`src/rtl/dbg_host_pkg.sv`:
```
// Shared opcodes, CPU command codes, response bytes and FSM states for the host debug bridge.
package dbg_host_pkg;

   localparam logic [7:0] OP_REG_RD  = 8'h00;
   localparam logic [7:0] OP_IMEM_WR = 8'h01;
   localparam logic [7:0] OP_DMEM_RD = 8'h02;
   localparam logic [7:0] OP_DMEM_WR = 8'h03;

   localparam logic [1:0] CMD_REG_RD  = 2'b00;
   localparam logic [1:0] CMD_IMEM_WR = 2'b01;
   localparam logic [1:0] CMD_DMEM_RD = 2'b10;
   localparam logic [1:0] CMD_DMEM_WR = 2'b11;

   localparam logic [7:0] RSP_ACK = 8'hA5;
   localparam logic [7:0] RSP_ERR = 8'hEE;

   typedef enum logic [2:0] {
      ST_IDLE,
      ST_ADDR,
      ST_DATA,
      ST_WRITE,
      ST_RDWAIT,
      ST_RESP,
      ST_ERR
   } state_t;

   function automatic logic op_valid(input logic [7:0] op);
      return (op[7:2] == 6'd0);
   endfunction

   // Opcode low bits coincide with the CPU command encoding; odd codes are writes.
   function automatic logic [1:0] op2cmd(input logic [7:0] op);
      return op[1:0];
   endfunction

endpackage

```
`src/rtl/dbg_word_ser.sv`:
```
// 32-bit word to LSB-first byte serializer on a valid/ready link; sends 1..4 bytes per load.
module dbg_word_ser (
   input  logic        clk,
   input  logic        reset,
   input  logic        i_load,
   input  logic [31:0] i_word,
   input  logic [2:0]  i_nbytes,
   output logic [7:0]  o_tx_data,
   output logic        o_tx_valid,
   input  logic        i_tx_ready,
   output logic        o_last_ack
);

   logic [31:0] r_word;
   logic [2:0]  r_cnt;

   always_ff @(posedge clk or posedge reset) begin
      if (reset) begin
         r_word <= '0;
         r_cnt  <= '0;
      end else if (i_load) begin
         r_word <= i_word;
         r_cnt  <= i_nbytes;
      end else if (o_tx_valid && i_tx_ready) begin
         r_word <= {8'h00, r_word[31:8]};
         r_cnt  <= r_cnt - 3'd1;
      end
   end

   assign o_tx_data  = r_word[7:0];
   assign o_tx_valid = (r_cnt != 3'd0);
   assign o_last_ack = i_tx_ready && (r_cnt == 3'd1);

endmodule

```
`src/rtl/dbg_host_bridge.sv`:
```
// Host byte-stream to CPU external-port bridge: OP + ADDR(4) [+ DATA(4)] frames, byte responses.
// Optional inter-byte timeout enabled by defining DBG_TIMEOUT_EN.
module dbg_host_bridge
   import dbg_host_pkg::*;
#(
   parameter int unsigned RD_LAT      = 1,
   parameter int unsigned TIMEOUT_CYC = 1000
) (
   input  logic        clk,
   input  logic        reset,
   input  logic [7:0]  rx_data,
   input  logic        rx_valid,
   output logic        rx_ready,
   output logic [7:0]  tx_data,
   output logic        tx_valid,
   input  logic        tx_ready,
   output logic [1:0]  host_cmd,
   output logic [31:0] host_addr,
   output logic [31:0] host_data,
   input  logic [31:0] host_rdata,
   output logic        busy
);

   localparam int unsigned WW = $clog2(RD_LAT + 1) + 1;

   state_t         r_state, w_next;
   logic [1:0]     r_bcnt, r_cmd;
   logic [31:0]    r_addr, r_data;
   logic [WW-1:0]  r_wait;
   logic           w_rx_acc, w_tmo_hit, w_ser_load, w_ser_last;
   logic [31:0]    w_ser_word;
   logic [2:0]     w_ser_n;

   assign w_rx_acc  = rx_valid && rx_ready;
   assign host_addr = r_addr;
   assign host_data = r_data;
   assign busy      = (r_state != ST_IDLE);

`ifdef DBG_TIMEOUT_EN
   logic [31:0] r_tmo;

   always_ff @(posedge clk or posedge reset) begin
      if (reset)
         r_tmo <= '0;
      else if ((r_state == ST_ADDR || r_state == ST_DATA) && !w_rx_acc)
         r_tmo <= r_tmo + 32'd1;
      else
         r_tmo <= '0;
   end

   assign w_tmo_hit = (r_tmo == TIMEOUT_CYC);
`else
   // Timeout compiled out; the parameter stays referenced so the interface is unchanged.
   assign w_tmo_hit = (TIMEOUT_CYC == 32'd0) & 1'b0;
`endif

   always_comb begin
      w_next     = r_state;
      rx_ready   = 1'b0;
      host_cmd   = CMD_REG_RD;
      w_ser_load = 1'b0;
      w_ser_word = '0;
      w_ser_n    = '0;
      case (r_state)
         ST_IDLE: begin
            rx_ready = 1'b1;
            if (w_rx_acc)
               w_next = op_valid(rx_data) ? ST_ADDR : ST_ERR;
         end
         ST_ADDR: begin
            rx_ready = 1'b1;
            if (w_rx_acc) begin
               if (r_bcnt == 2'd3)
                  w_next = r_cmd[0] ? ST_DATA : ST_RDWAIT;
            end else if (w_tmo_hit) begin
               w_next = ST_ERR;
            end
         end
         ST_DATA: begin
            rx_ready = 1'b1;
            if (w_rx_acc) begin
               if (r_bcnt == 2'd3)
                  w_next = ST_WRITE;
            end else if (w_tmo_hit) begin
               w_next = ST_ERR;
            end
         end
         ST_WRITE: begin
            host_cmd   = r_cmd;
            w_ser_load = 1'b1;
            w_ser_word = {24'h0, RSP_ACK};
            w_ser_n    = 3'd1;
            w_next     = ST_RESP;
         end
         ST_RDWAIT: begin
            // Sync-read CPU port: command held RD_LAT+1 cycles, data sampled on the last.
            host_cmd = r_cmd;
            if (r_wait == WW'(RD_LAT)) begin
               w_ser_load = 1'b1;
               w_ser_word = host_rdata;
               w_ser_n    = 3'd4;
               w_next     = ST_RESP;
            end
         end
         ST_RESP: begin
            if (w_ser_last)
               w_next = ST_IDLE;
         end
         ST_ERR: begin
            w_ser_load = 1'b1;
            w_ser_word = {24'h0, RSP_ERR};
            w_ser_n    = 3'd1;
            w_next     = ST_RESP;
         end
         default: w_next = ST_IDLE;
      endcase
   end

   always_ff @(posedge clk or posedge reset) begin
      if (reset) begin
         r_state <= ST_IDLE;
         r_bcnt  <= '0;
         r_cmd   <= CMD_REG_RD;
         r_addr  <= '0;
         r_data  <= '0;
         r_wait  <= '0;
      end else begin
         r_state <= w_next;
         r_wait  <= (r_state == ST_RDWAIT) ? r_wait + WW'(1) : '0;
         if (w_rx_acc) begin
            case (r_state)
               ST_IDLE: begin
                  r_cmd  <= op2cmd(rx_data);
                  r_bcnt <= '0;
               end
               ST_ADDR: begin
                  r_addr <= {rx_data, r_addr[31:8]};
                  r_bcnt <= r_bcnt + 2'd1;
               end
               ST_DATA: begin
                  r_data <= {rx_data, r_data[31:8]};
                  r_bcnt <= r_bcnt + 2'd1;
               end
               default: ;
            endcase
         end
      end
   end

   dbg_word_ser u_ser (
      .clk        (clk),
      .reset      (reset),
      .i_load     (w_ser_load),
      .i_word     (w_ser_word),
      .i_nbytes   (w_ser_n),
      .o_tx_data  (tx_data),
      .o_tx_valid (tx_valid),
      .i_tx_ready (tx_ready),
      .o_last_ack (w_ser_last)
   );

endmodule
```
`config.mk`:
```
export PLATFORM = sky130hd
export DESIGN_NAME = dbg_host_bridge
export DESIGN_NICKNAME = d
export VERILOG_FILES = /design/src/rtl/dbg_host_pkg.sv /design/src/rtl/dbg_word_ser.sv /design/src/rtl/dbg_host_bridge.sv
export SDC_FILE = /design/constraint.sdc
export NUM_CORES = 1
export LEC_CHECK = 0
export ABC_AREA = 1
export ABC_CLOCK_PERIOD_IN_PS = 7300
export CAP_MARGIN = 20
export CELL_PAD_IN_SITES_DETAIL_PLACEMENT = 0
export CELL_PAD_IN_SITES_GLOBAL_PLACEMENT = 1
export CORE_MARGIN = 5
export CORE_UTILIZATION = 29
export CTS_BUF_LIST = sky130_fd_sc_hd__clkbuf_16
export CTS_CLUSTER_DIAMETER = 150
export DETAILED_ROUTE_END_ITERATION = 10
export PLACE_DENSITY = 0.71
export SKIP_LAST_GASP = 1
export SLEW_MARGIN = 25
export SYNTH_ARGS = -nofsm -noshare
export SYNTH_HDL_FRONTEND = slang
export SYNTH_SLANG_ARGS = --single-unit
export TNS_END_PERCENT = 10
```
`constraint.sdc`:
```
create_clock -name clk -period 7.3 [get_ports clk]
set_clock_uncertainty 0.2 [all_clocks]
set_input_delay 1.095 -clock clk [delete_from_list [all_inputs] [get_ports clk]]
set_output_delay 1.095 -clock clk [all_outputs]
set_load 0.01 [all_outputs]
```
==> summary.md, run 1 <==
| Metric | Value |
|---|---|
| Post-Synth XOR/XNOR Area | 0.175% |
| Syn Inst Count | around 640 |
| Largest family of logic cells by synthesized area | simple AND/OR/NAND/NOR gates |
| Pins Over Slew Limit | 0 |
| Post-synth top area cell | dfrtp_1 |
| Input/output buffers | 120 |
| Status | complete, no violations |
| Vias per cell | 4.27 |
| Die X | 141 µm |
| Crit path largest cell delay | 0.64 ns |
| Max_cap viols | 0 |
| CTS Buf Count | 9 |
| Fmax | 277 MHz |
| RSZ-0062 raised after global routing | false |
| Post-CTS Hold Buffers | 0 |
| Maximum VDD drop | 0.000155 V |
| Final hold vios | 0 |
| Register area share after synthesis | 54.1% |
| Period utilisation layout | 49.5% |
| Post-CTS resize count | 0 |
| Yosys top cell area share | 54.1% |
| Flop and latch count out of synthesis | 108 |
| Total core area | 17100 µm² |
| DRT Pass-1 Iters | 4 |
| Antenna fix cells | 0 |
| Root Driver | clkbuf_16 |
| Largest fanout on the critical path | 13 |
| Hold/Removal Path Class | flop to flop |
| WP data arrival | 2.32 ns |
| Clock buffer depth | 2 |
| Compound-Gate Fraction of Synth Area | 6.92% |
| Leading cell types by count after synthesis | nand2_1, dfrtp_1, inv_1 |
| Critical path buffer and inverter count | 2 |
| Wire length per cell | 13.2 µm |
| Predominant post-synthesis flop cell | dfrtp_1 |
| Largest net degree at the start of global routing | 72 |
| Synth Warn # | 0 |
| H-tree Lvls | 3 |
| Rel. slew slack | a little over half |
| Num rows | 48 |
| CTS clk-pin slew, worst paths | 0.07 ns |
| Synth Area per Inst | 7.81 µm² |
| Crit-path leading delay family | buffers and inverters |
| Syn nets | just under 700 |
| Critical Path Sink Type | output pin |
| Tmin final | approximately 3.6 ns |
| Initial antenna violation count | 0 |
| CP max stage cell | dfrtp_1 |
| CTS tree | yes |
| I/O Pins | 121 |
| Setup violators final | 0 |
| Starting density of the core | 29.2% |
| Aggregate global-route resource usage | 13.1% |
| Clk sinks | 108 |
| Crit-path cells | inv_2, nand2_1, o21ai_0, nor2_1, clkdlybuf4s50_1 |
| Async SR Flop Fraction | between 90% and 100% |
| Lkg Pwr | 0.00338 µW |
| Most frequent cell after synthesis | nand2_1 |
| Sum of negative setup slack | 0 ns |
| Residual DRC | 0 |
| Post-route ant nets | 0 |
| Post-DP HPWL | around 9100 µm |
| Synth area leaders | dfrtp_1, nand2_1, inv_1, nand3_1, o21ai_1 |
| Final core utilization | 38.6% |
| Setup Fix Bufs, Post-CTS | 0 |
| Global-route wire length before repair | 21000 µm |
| Gpl congestion | 0.775 |
| Post-Synth Adder-Cell Area | 1.25% |
| Mux cell area share after synthesis | 0% |
| Slew @ Worst Pin | around 0.68 ns |
| Area Growth Syn to Fin | 32.4% |
| DRT iter0 DRCs | 279 |
| DR vias | 4127 |
| Unique masters post-synth | 18 |
| WL final | between 10000 and 15000 µm |
| Pwr dens | about 420 nW/µm² |
| Startpoint class of the critical path | flop |
| Setup CP Type | flop to output pin |
| R2R Setup Slk | 4.63 ns |
| Post-Synth Simple-Gate Area | 27.4% |
| Die Footprint | 19900 µm² |
| Layout cells sized above 1 | 4.58% |
| Gr ovfl total | 0 |
| Nets | 786 |
| Vias in the first global route | about 4000 |
| Synthesized cell area | 4990 µm² |
| Die height | 141 µm |
| EDFF count, synth | 0 |
| Worst EP required | 6.00 ns |
| Clock latency on the worst-skew pair | between 0.3 and 0.4 ns |
registers in the layout, summed over array words and instances (netlist names):
name          count
r_state           3
u_ser.r_word     32
r_bcnt            2
r_wait            2
r_cmd             2
host_data        32
u_ser.r_cnt       3
host_addr        32
where the power goes:
group	switching [µW]	internal (µW)	leakage, µW
combinational	694	569	0.00186
clock	227	268	0.000149
sequential	193	848	0.00138
total	1110	1680	0.00338
final timing paths:
kind | startpoint | end | depth (start not counted)
worst min register to register | r_wait[0] | r_wait[0] | 1
worst max-delay path | r_state[2] | host_cmd[1] | 5
worst min-delay path | r_wait[0] | r_wait[0] | 1
worst max register to register | u_ser.r_cnt[0] | u_ser.r_word[22] | 9
min in group asynchronous | reset | u_ser.r_word[1] | 2
max in group asynchronous | reset | host_data[30] | 3
logic make-up after synthesis:
group,after synthesis
AND/OR/NAND/NOR,337
buffers and inverters,119
flip-flops,108
AO/OA/AOI/OAI,69
adder cells (fa/ha/maj),5
XOR/XNOR,1
metrics by stage:
step / cell area, µm² / cells / hold slack [ns] / worst slack [ns] / total power [µW]
2_1_floorplan: 4990 / 639 / 0.210 / 3.16 / 1780
3_3_place_gp: 6310 / 951 / 0.220 / 3.91 / 2310
3_5_place_dp: 6310 / 951 / 0.232 / 3.81 / 2330
4_1_cts: 6610 / 967 / 0.241 / 3.64 / 2850
5_1_grt: 6610 / 967 / 0.274 / 3.46 / 3040
6_report: 6610 / 967 / 0.234 / 3.68 / 2800
layout make-up:
| type | count | area, µm² |
|---|---|---|
| fill | 1762 | 10500 |
| sequential | 108 | 2700 |
| multi-input combinational | 412 | 1790 |
| timing repair buffer | 123 | 1230 |
| inverter | 83 | 314 |
| tap | 225 | 282 |
| clock buffer | 9 | 225 |
| clock inverter | 7 | 72.6 |
layer usage:
layer  GRT usage, %  wire [µm]  up-vias
met3           2.88        465       10
li1               -          -     2144
met1           17.9       5970     1888
met5              0          0        -
met2           21.0       6190       85
met4           3.82        158        0
placed cells by master (no fill, tap or decap), drive strengths merged:
master,count
clkinv,4
ha,5
o21ai,61
dfrtp,108
inv,85
clkbuf,9
a21oi,8
clkdlybuf4s50,120
bufinv,1
buf,3
nor2,51
nand3,50
xor2,1
nand2,236
Note: power is estimated with default switching activity, not from simulation.
==> inputs of run 2 (changes only) <==
--- a/config.mk
+++ b/config.mk
@@ -6,7 +6,7 @@
 export NUM_CORES = 1
 export LEC_CHECK = 0
 export ABC_AREA = 1
-export ABC_CLOCK_PERIOD_IN_PS = 7300
+export ABC_CLOCK_PERIOD_IN_PS = 3000
 export CAP_MARGIN = 20
 export CELL_PAD_IN_SITES_DETAIL_PLACEMENT = 0
 export CELL_PAD_IN_SITES_GLOBAL_PLACEMENT = 1
@@ -15,7 +15,7 @@
 export CTS_BUF_LIST = sky130_fd_sc_hd__clkbuf_16
 export CTS_CLUSTER_DIAMETER = 150
 export DETAILED_ROUTE_END_ITERATION = 10
-export PLACE_DENSITY = 0.71
+export PLACE_DENSITY = 0.73
 export SKIP_LAST_GASP = 1
 export SLEW_MARGIN = 25
 export SYNTH_ARGS = -nofsm -noshare
==> constraint.sdc (replaced) <==
create_clock -name clk -period 3 [get_ports clk]
set_clock_uncertainty 0.2 [all_clocks]
set_input_delay 0.45 -clock clk [delete_from_list [all_inputs] [get_ports clk]]
set_output_delay 0.45 -clock clk [all_outputs]
set_load 0.01 [all_outputs]
==> run 2 against run 1 <==
Effect of this change:
- sequential cell count did not move
- global-route usage increased by 0.40 points
- count of clock-buffer cells in the layout did not move
- first-iteration DRC count decreased by 6.1%
- non-clock buffer count increased by 4
- sequential power is 140% higher
- power up 140%
- final cell count increased by 0.31%
- hold slack better by 0.018 ns
- setup slack worse by 3.4 ns
==> summary.md, run 2 (synthesis gave the netlist of run 1 again) <==
| Metric | Value |
|---|---|
| Clock buffer depth | 2 (unchanged) |
| DRT Pass-1 Iters | 4 (unchanged) |
| Pins Over Slew Limit | 0 (unchanged) |
| CP max stage cell | clkdlybuf4s50_1 |
| Post-CTS resize count | 0 (unchanged) |
| RR Endpoint | u_ser.r_word[20] |
| CP startpoint | r_state[1] |
| Nets | 790 (+0.51%) |
| Period utilisation layout | 91.4% |
| DRT iter0 DRCs | 262 (-6.1%) |
| RSZ-0062 raised after global routing | false |
| Startpoint of the worst register-to-register path | r_state[1] |
| Worst EP required | 2.35 ns (-3.65 ns) |
| Fmax | 365 MHz |
| Commonest non-fill, non-tap cell in the layout | nand2_1 |
| Slew @ Worst Pin | 0.627 ns (-0.0537 ns) |
| Maximum VDD drop | 0.000421 V (+170%) |
| Antenna fix cells | 0 (unchanged) |
| CTS tree | yes |
| Stages on the worst setup path | 5 (unchanged) |
| WL final | 13200 µm (+3.2%) |
| Input/output buffers | 120 (unchanged) |
| Max_cap viols | 0 (unchanged) |
| I/O Pins | 121 (unchanged) |
| Critical Path Sink Type | output pin |
| Largest net degree at the start of global routing | 109 (+51%) |
| Lkg Pwr | 0.00339 µW (+0.17%) |
| Clock latency on the worst-skew pair | 0.35 ns (about the same) |
| Seq. cell area | 2700 µm² (unchanged) |
| Gpl congestion | 0.756 (-2.5%) |
| Die height | 141 µm (unchanged) |
| Die Footprint | 19900 µm² (unchanged) |
| Switching share of power | 39.7% (-0.14 points) |
| Root Driver | clkbuf_16 |
| Vias per cell | 4.17 (-2.3%) |
| Filler instances | 1822 (+3.4%) |
| R2R depth | 8 (-1) |
| Setup CP Type | flop to output pin |
| Most frequent cells in the layout | nand2_1, clkdlybuf4s50_1, dfrtp_1 |
| Starting density of the core | 29.2% (unchanged) |
| Die X | 141 µm (unchanged) |
| DR vias | 4043 (-2.0%) |
| Critical path buffer and inverter count | 1 (-1) |
| CTS Buf Count | 9 (unchanged) |
| Startpoint class of the critical path | flop |
| Wire length per cell | 13.6 µm (+2.8%) |
| Int Pwr | 4110 µW (+140%) |
| WP data arrival | 2.09 ns (-0.23 ns) |
| Num rows | 48 (unchanged) |
| Logic pwr share | 46.0% (+0.9 points) |
| Crit-path leading delay family | buffers and inverters |
| Initial antenna violation count | 0 (unchanged) |
| Setup violators final | 0 (unchanged) |
| Multi-input logic area | 1780 µm² (-0.14%) |
| Layout cells sized above 1 | 4.70% (+0.12 points) |
| Critical Path Sink | host_cmd[0] |
| Final Total Pwr | 6820 µW (+140%) |
| Status | complete, no violations |
| Final WS setup | 0.257 ns (-3.43 ns) |
| Crit-path cells | nand2_1, nand2_1, o21ai_0, nor2_1, clkdlybuf4s50_1 |
| Area Growth Syn to Fin | 33.0% |
| Post-CTS Hold Buffers | 0 (unchanged) |
| Residual DRC | 0 (unchanged) |
| CTS clk-pin slew, worst paths | 0.07 ns (about the same) |
| Final hold vios | 0 (unchanged) |
| R2R Setup Slk | 0.64 ns (-3.99 ns) |
| Clk sinks | 108 (unchanged) |
| Largest fanout on the critical path | 8 (-5) |
| H-tree Lvls | 3 (unchanged) |
| Gr ovfl total | 0 (unchanged) |
| Post-route ant nets | 0 (unchanged) |
| Tmin final | 2.74 ns |
| Total core area | 17100 µm² (unchanged) |
| Hold/Removal Path Class | flop to flop |
| Clk pwr share | 17.6% (about the same) |
| Rel. slew slack | 58.1% (+3.6 points) |
| Setup Fix Bufs, Post-CTS | 0 (unchanged) |
| Pwr dens | 1030 nW/µm² (+140%) |
| Sum of negative setup slack | 0 ns (unchanged) |
| Pre-CTS setup slack | 0.626 ns (-3.18 ns) |
| Post-DP HPWL | 9060 µm (about the same) |
| Sequential Power Share | 36.4% (-0.8 points) |
| Aggregate global-route resource usage | 13.5% (+0.40 points) |
| Psw | 2700 µW (+140%) |
| Crit path largest cell delay | 0.57 ns (-0.07 ns) |
| Vias in the first global route | 4020 (-0.37%) |
| Most common cell on crit path | nand2_1 |
| Global-route wire length before repair | 21400 µm (+2.0%) |
## run 2: metal layers
layer / GRT usage, % / wire, µm / share of wire, %
met1: 18.5 / 6330 / 48
met2: 21.1 / 6140 / 47
met3: 2.85 / 550 / 4.2
met4: 5.05 / 163 / 1.2
met5: 0 / 0 / 0
## run 2: through the flow
stage / utilization (%) / std cells / hold slack (ns) / instance area [µm²]
finish: 38.8 / 970 / 0.252 / 6640
detailed placement: 37.1 / 955 / 0.253 / 6350
CTS: 38.8 / 970 / 0.262 / 6640
global route: 38.8 / 970 / 0.273 / 6640
floorplan: - / 639 / 0.210 / 4990
global placement: 37.1 / 955 / 0.218 / 6350
## run 2: area by class of cell
cell class	instances	share of cell area, %
clock buffers	9	3.39
clock inverters	6	0.980
inverters	83	4.75
multi-input cells	412	26.9
flip-flops and latches	108	40.7
well taps	225	4.24
repair buffers	127	19.1
## run 2: power by group through the flow
stage,registers (µW),logic (µW),clock network (µW)
floorplan,2580,1750,0
global route,2580,3560,1300
detailed placement,2510,3190,0
CTS,2490,3210,1240
global placement,2500,3160,0
finish,2480,3140,1200
## run 2: worst min path at each step
stage,start,end,slack [ns],cells after the start
final,r_wait[0],r_wait[0],0.25,1
after global routing,r_wait[0],r_wait[0],0.27,1
after CTS,r_wait[0],r_wait[0],0.26,1
after detailed placement,r_wait[0],r_wait[0],0.25,1
after global placement,r_wait[0],r_wait[0],0.22,1
after floorplan,r_wait[0],r_wait[0],0.21,1
==> inputs of run 3 (changes only) <==
--- a/config.mk
+++ b/config.mk
@@ -6,7 +6,7 @@
 export NUM_CORES = 1
 export LEC_CHECK = 0
 export ABC_AREA = 1
-export ABC_CLOCK_PERIOD_IN_PS = 3000
+export ABC_CLOCK_PERIOD_IN_PS = 2900
 export CAP_MARGIN = 20
 export CELL_PAD_IN_SITES_DETAIL_PLACEMENT = 0
 export CELL_PAD_IN_SITES_GLOBAL_PLACEMENT = 1
@@ -15,7 +15,7 @@
 export CTS_BUF_LIST = sky130_fd_sc_hd__clkbuf_16
 export CTS_CLUSTER_DIAMETER = 150
 export DETAILED_ROUTE_END_ITERATION = 10
-export PLACE_DENSITY = 0.73
+export PLACE_DENSITY = 0.71
 export SKIP_LAST_GASP = 1
 export SLEW_MARGIN = 25
 export SYNTH_ARGS = -nofsm -noshare
==> constraint.sdc (replaced) <==
create_clock -name clk -period 2.9 [get_ports clk]
set_clock_uncertainty 0.2 [all_clocks]
set_input_delay 0.435 -clock clk [delete_from_list [all_inputs] [get_ports clk]]
set_output_delay 0.435 -clock clk [all_outputs]
set_load 0.01 [all_outputs]
==> run 3 against run 2 <==
Effect of this change:
- sequential power is 4% higher
- final cell count is 0.31% higher
- count of clock-buffer cells in the layout stayed put
- clock power is 7% higher
- register-to-register slack worse by 0.02 ns
==> summary.md, run 3 (synthesis gave the netlist of run 1 again) <==
| Metric | Value |
|---|---|
| Status | complete, no violations |
| Largest fanout on the critical path | 8 (unchanged) |
| DRT iter0 DRCs | 257 (-1.9%) |
| Setup Fix Bufs, Post-CTS | 0 (unchanged) |
| Antenna fix cells | 0 (unchanged) |
| Rel. slew slack | 55.7% (-2.4 points) |
| Pwr dens | 1060 nW/µm² (+3.6%) |
| Final Total Pwr | 7110 µW (+4.4%) |
| Hold_ws | 0.234 ns (-0.0179 ns) |
| Total core area | 17100 µm² (unchanged) |
| CTS Buf Count | 9 (unchanged) |
| Aggregate global-route resource usage | 13.4% (-0.14 points) |
| Vias in the first global route | 4100 (+2.0%) |
| Wire length per cell | 13.5 µm (-0.66%) |
| Tmin final | 2.77 ns |
| Period utilisation layout | 95.5% |
| Clock latency on the worst-skew pair | 0.35 ns (about the same) |
| WL final | 13100 µm (-0.35%) |
| Clock buffer depth | 2 (unchanged) |
| DR vias | 4177 (+3.3%) |
| Most frequent cells in the layout | nand2_1, clkdlybuf4s50_1, dfrtp_1 |
| Starting density of the core | 29.2% (unchanged) |
| Max_cap viols | 0 (unchanged) |
| Vias per cell | 4.29 (+3.0%) |
| Post-CTS resize count | 0 (unchanged) |
| Global-route wire length before repair | 21300 µm (-0.52%) |
| Crit-path leading delay family | buffers and inverters |
| Die X | 141 µm (unchanged) |
| Die Footprint | 19900 µm² (unchanged) |
| R2R depth | 9 (+1) |
| CTS clk-pin slew, worst paths | 0.07 ns (about the same) |
| Fmax | 361 MHz |
| Most common cell on crit path | nand2_1 |
| CP max stage cell | clkdlybuf4s50_1 |
| Nets | 792 (+0.25%) |
| Largest net degree at the start of global routing | 43 (-61%) |
| Filler instances | 1754 (-3.7%) |
| Setup CP Type | flop to output pin |
| Slew @ Worst Pin | 0.663 ns (+0.0355 ns) |
| RSZ-0062 raised after global routing | false |
| Gr ovfl total | 0 (unchanged) |
| Root Driver | clkbuf_16 |
| DRT Pass-1 Iters | 4 (unchanged) |
| Stages on the worst setup path | 5 (unchanged) |
| Die height | 141 µm (unchanged) |
| Final WS setup | 0.129 ns (-0.128 ns) |
| Num rows | 48 (unchanged) |
| WP data arrival | 2.14 ns (+0.05 ns) |
| Gpl congestion | 0.799 (+5.7%) |
| Placed Area | 6380 µm² (+0.43%) |
| Residual DRC | 0 (unchanged) |
| Sum of negative setup slack | 0 ns (unchanged) |
| Crit path largest cell delay | 0.57 ns (about the same) |
| Area Growth Syn to Fin | 33.9% |
| Post-CTS Hold Buffers | 0 (unchanged) |
| CTS tree | yes |
| Multi-input logic area | 1780 µm² (unchanged) |
| Final hold vios | 0 (unchanged) |
| Layout cells sized above 1 | 5.21% (+0.52 points) |
| Pins Over Slew Limit | 0 (unchanged) |
| Commonest non-fill, non-tap cell in the layout | nand2_1 |
| Critical path buffer and inverter count | 1 (unchanged) |
| Input/output buffers | 120 (unchanged) |
| Hold path depth | 1 (unchanged) |
| Worst EP required | 2.27 ns (-0.08 ns) |
| Post-DP HPWL | 9450 µm (+4.3%) |
| Maximum VDD drop | 0.000435 V (+3.4%) |
| Setup violators final | 0 (unchanged) |
| Crit-path cells | nand2_1, nand2_1, o21ai_0, nor2_1, clkdlybuf4s50_1 |
| Startpoint class of the critical path | flop |
| Clk sinks | 108 (unchanged) |
| Initial antenna violation count | 0 (unchanged) |
| I/O Pins | 121 (unchanged) |
| H-tree Lvls | 3 (unchanged) |
| Hold/Removal Path Class | flop to flop |
| Pre-CTS setup slack | 0.502 ns (-0.124 ns) |
| Critical Path Sink Type | output pin |
| Lkg Pwr | 0.00342 µW (+0.93%) |
| Post-route ant nets | 0 (unchanged) |
| Seq. cell area | 2700 µm² (unchanged) |
| Fin area | 6690 µm² (+0.68%) |
-- run 3: final cells by class --
type,instances,share of cell area [%]
multi-input combinational,412,26.7
tap,225,4.21
inverter,83,4.72
clock inverter,7,1.24
clock buffer,9,3.37
sequential,108,40.4
timing repair buffer,129,19.4
-- run 3: where the power goes --
group          internal (µW)  switching (µW)  leakage [µW]
combinational           1460            1790       0.00189
clock                    687             595      0.000156
sequential              2130             455       0.00138
total                   4280            2840       0.00342
-- run 3: worst paths after layout --
| check | start | end | slack [ns] |
|---|---|---|---|
| max reg2reg | r_state[0] | u_ser.r_word[21] | 0.62 |
| max | r_state[1] | host_cmd[0] | 0.13 |
| min | r_wait[0] | r_wait[0] | 0.23 |
| max in group asynchronous | reset | host_data[21] | 1.51 |
| min reg2reg | r_wait[0] | r_wait[0] | 0.23 |
| min in group asynchronous | reset | host_addr[7] | 0.31 |
-- run 3: metrics by stage --
step / util, % / instances
6_report: 39.1 / 973
5_1_grt: 39.1 / 973
4_1_cts: 39.1 / 973
3_5_place_dp: 37.3 / 957
3_3_place_gp: 37.3 / 957
2_1_floorplan: - / 639
-- run 3: metal layers --
layer | global-route usage (%) | vias up | routed length [µm]
li1 | - | 2148 | -
met1 | 18.1 | 1929 | 6100
met2 | 21.1 | 90 | 6210
met3 | 3.19 | 10 | 656
met4 | 4.49 | 0 | 165
met5 | 0 | - | 0
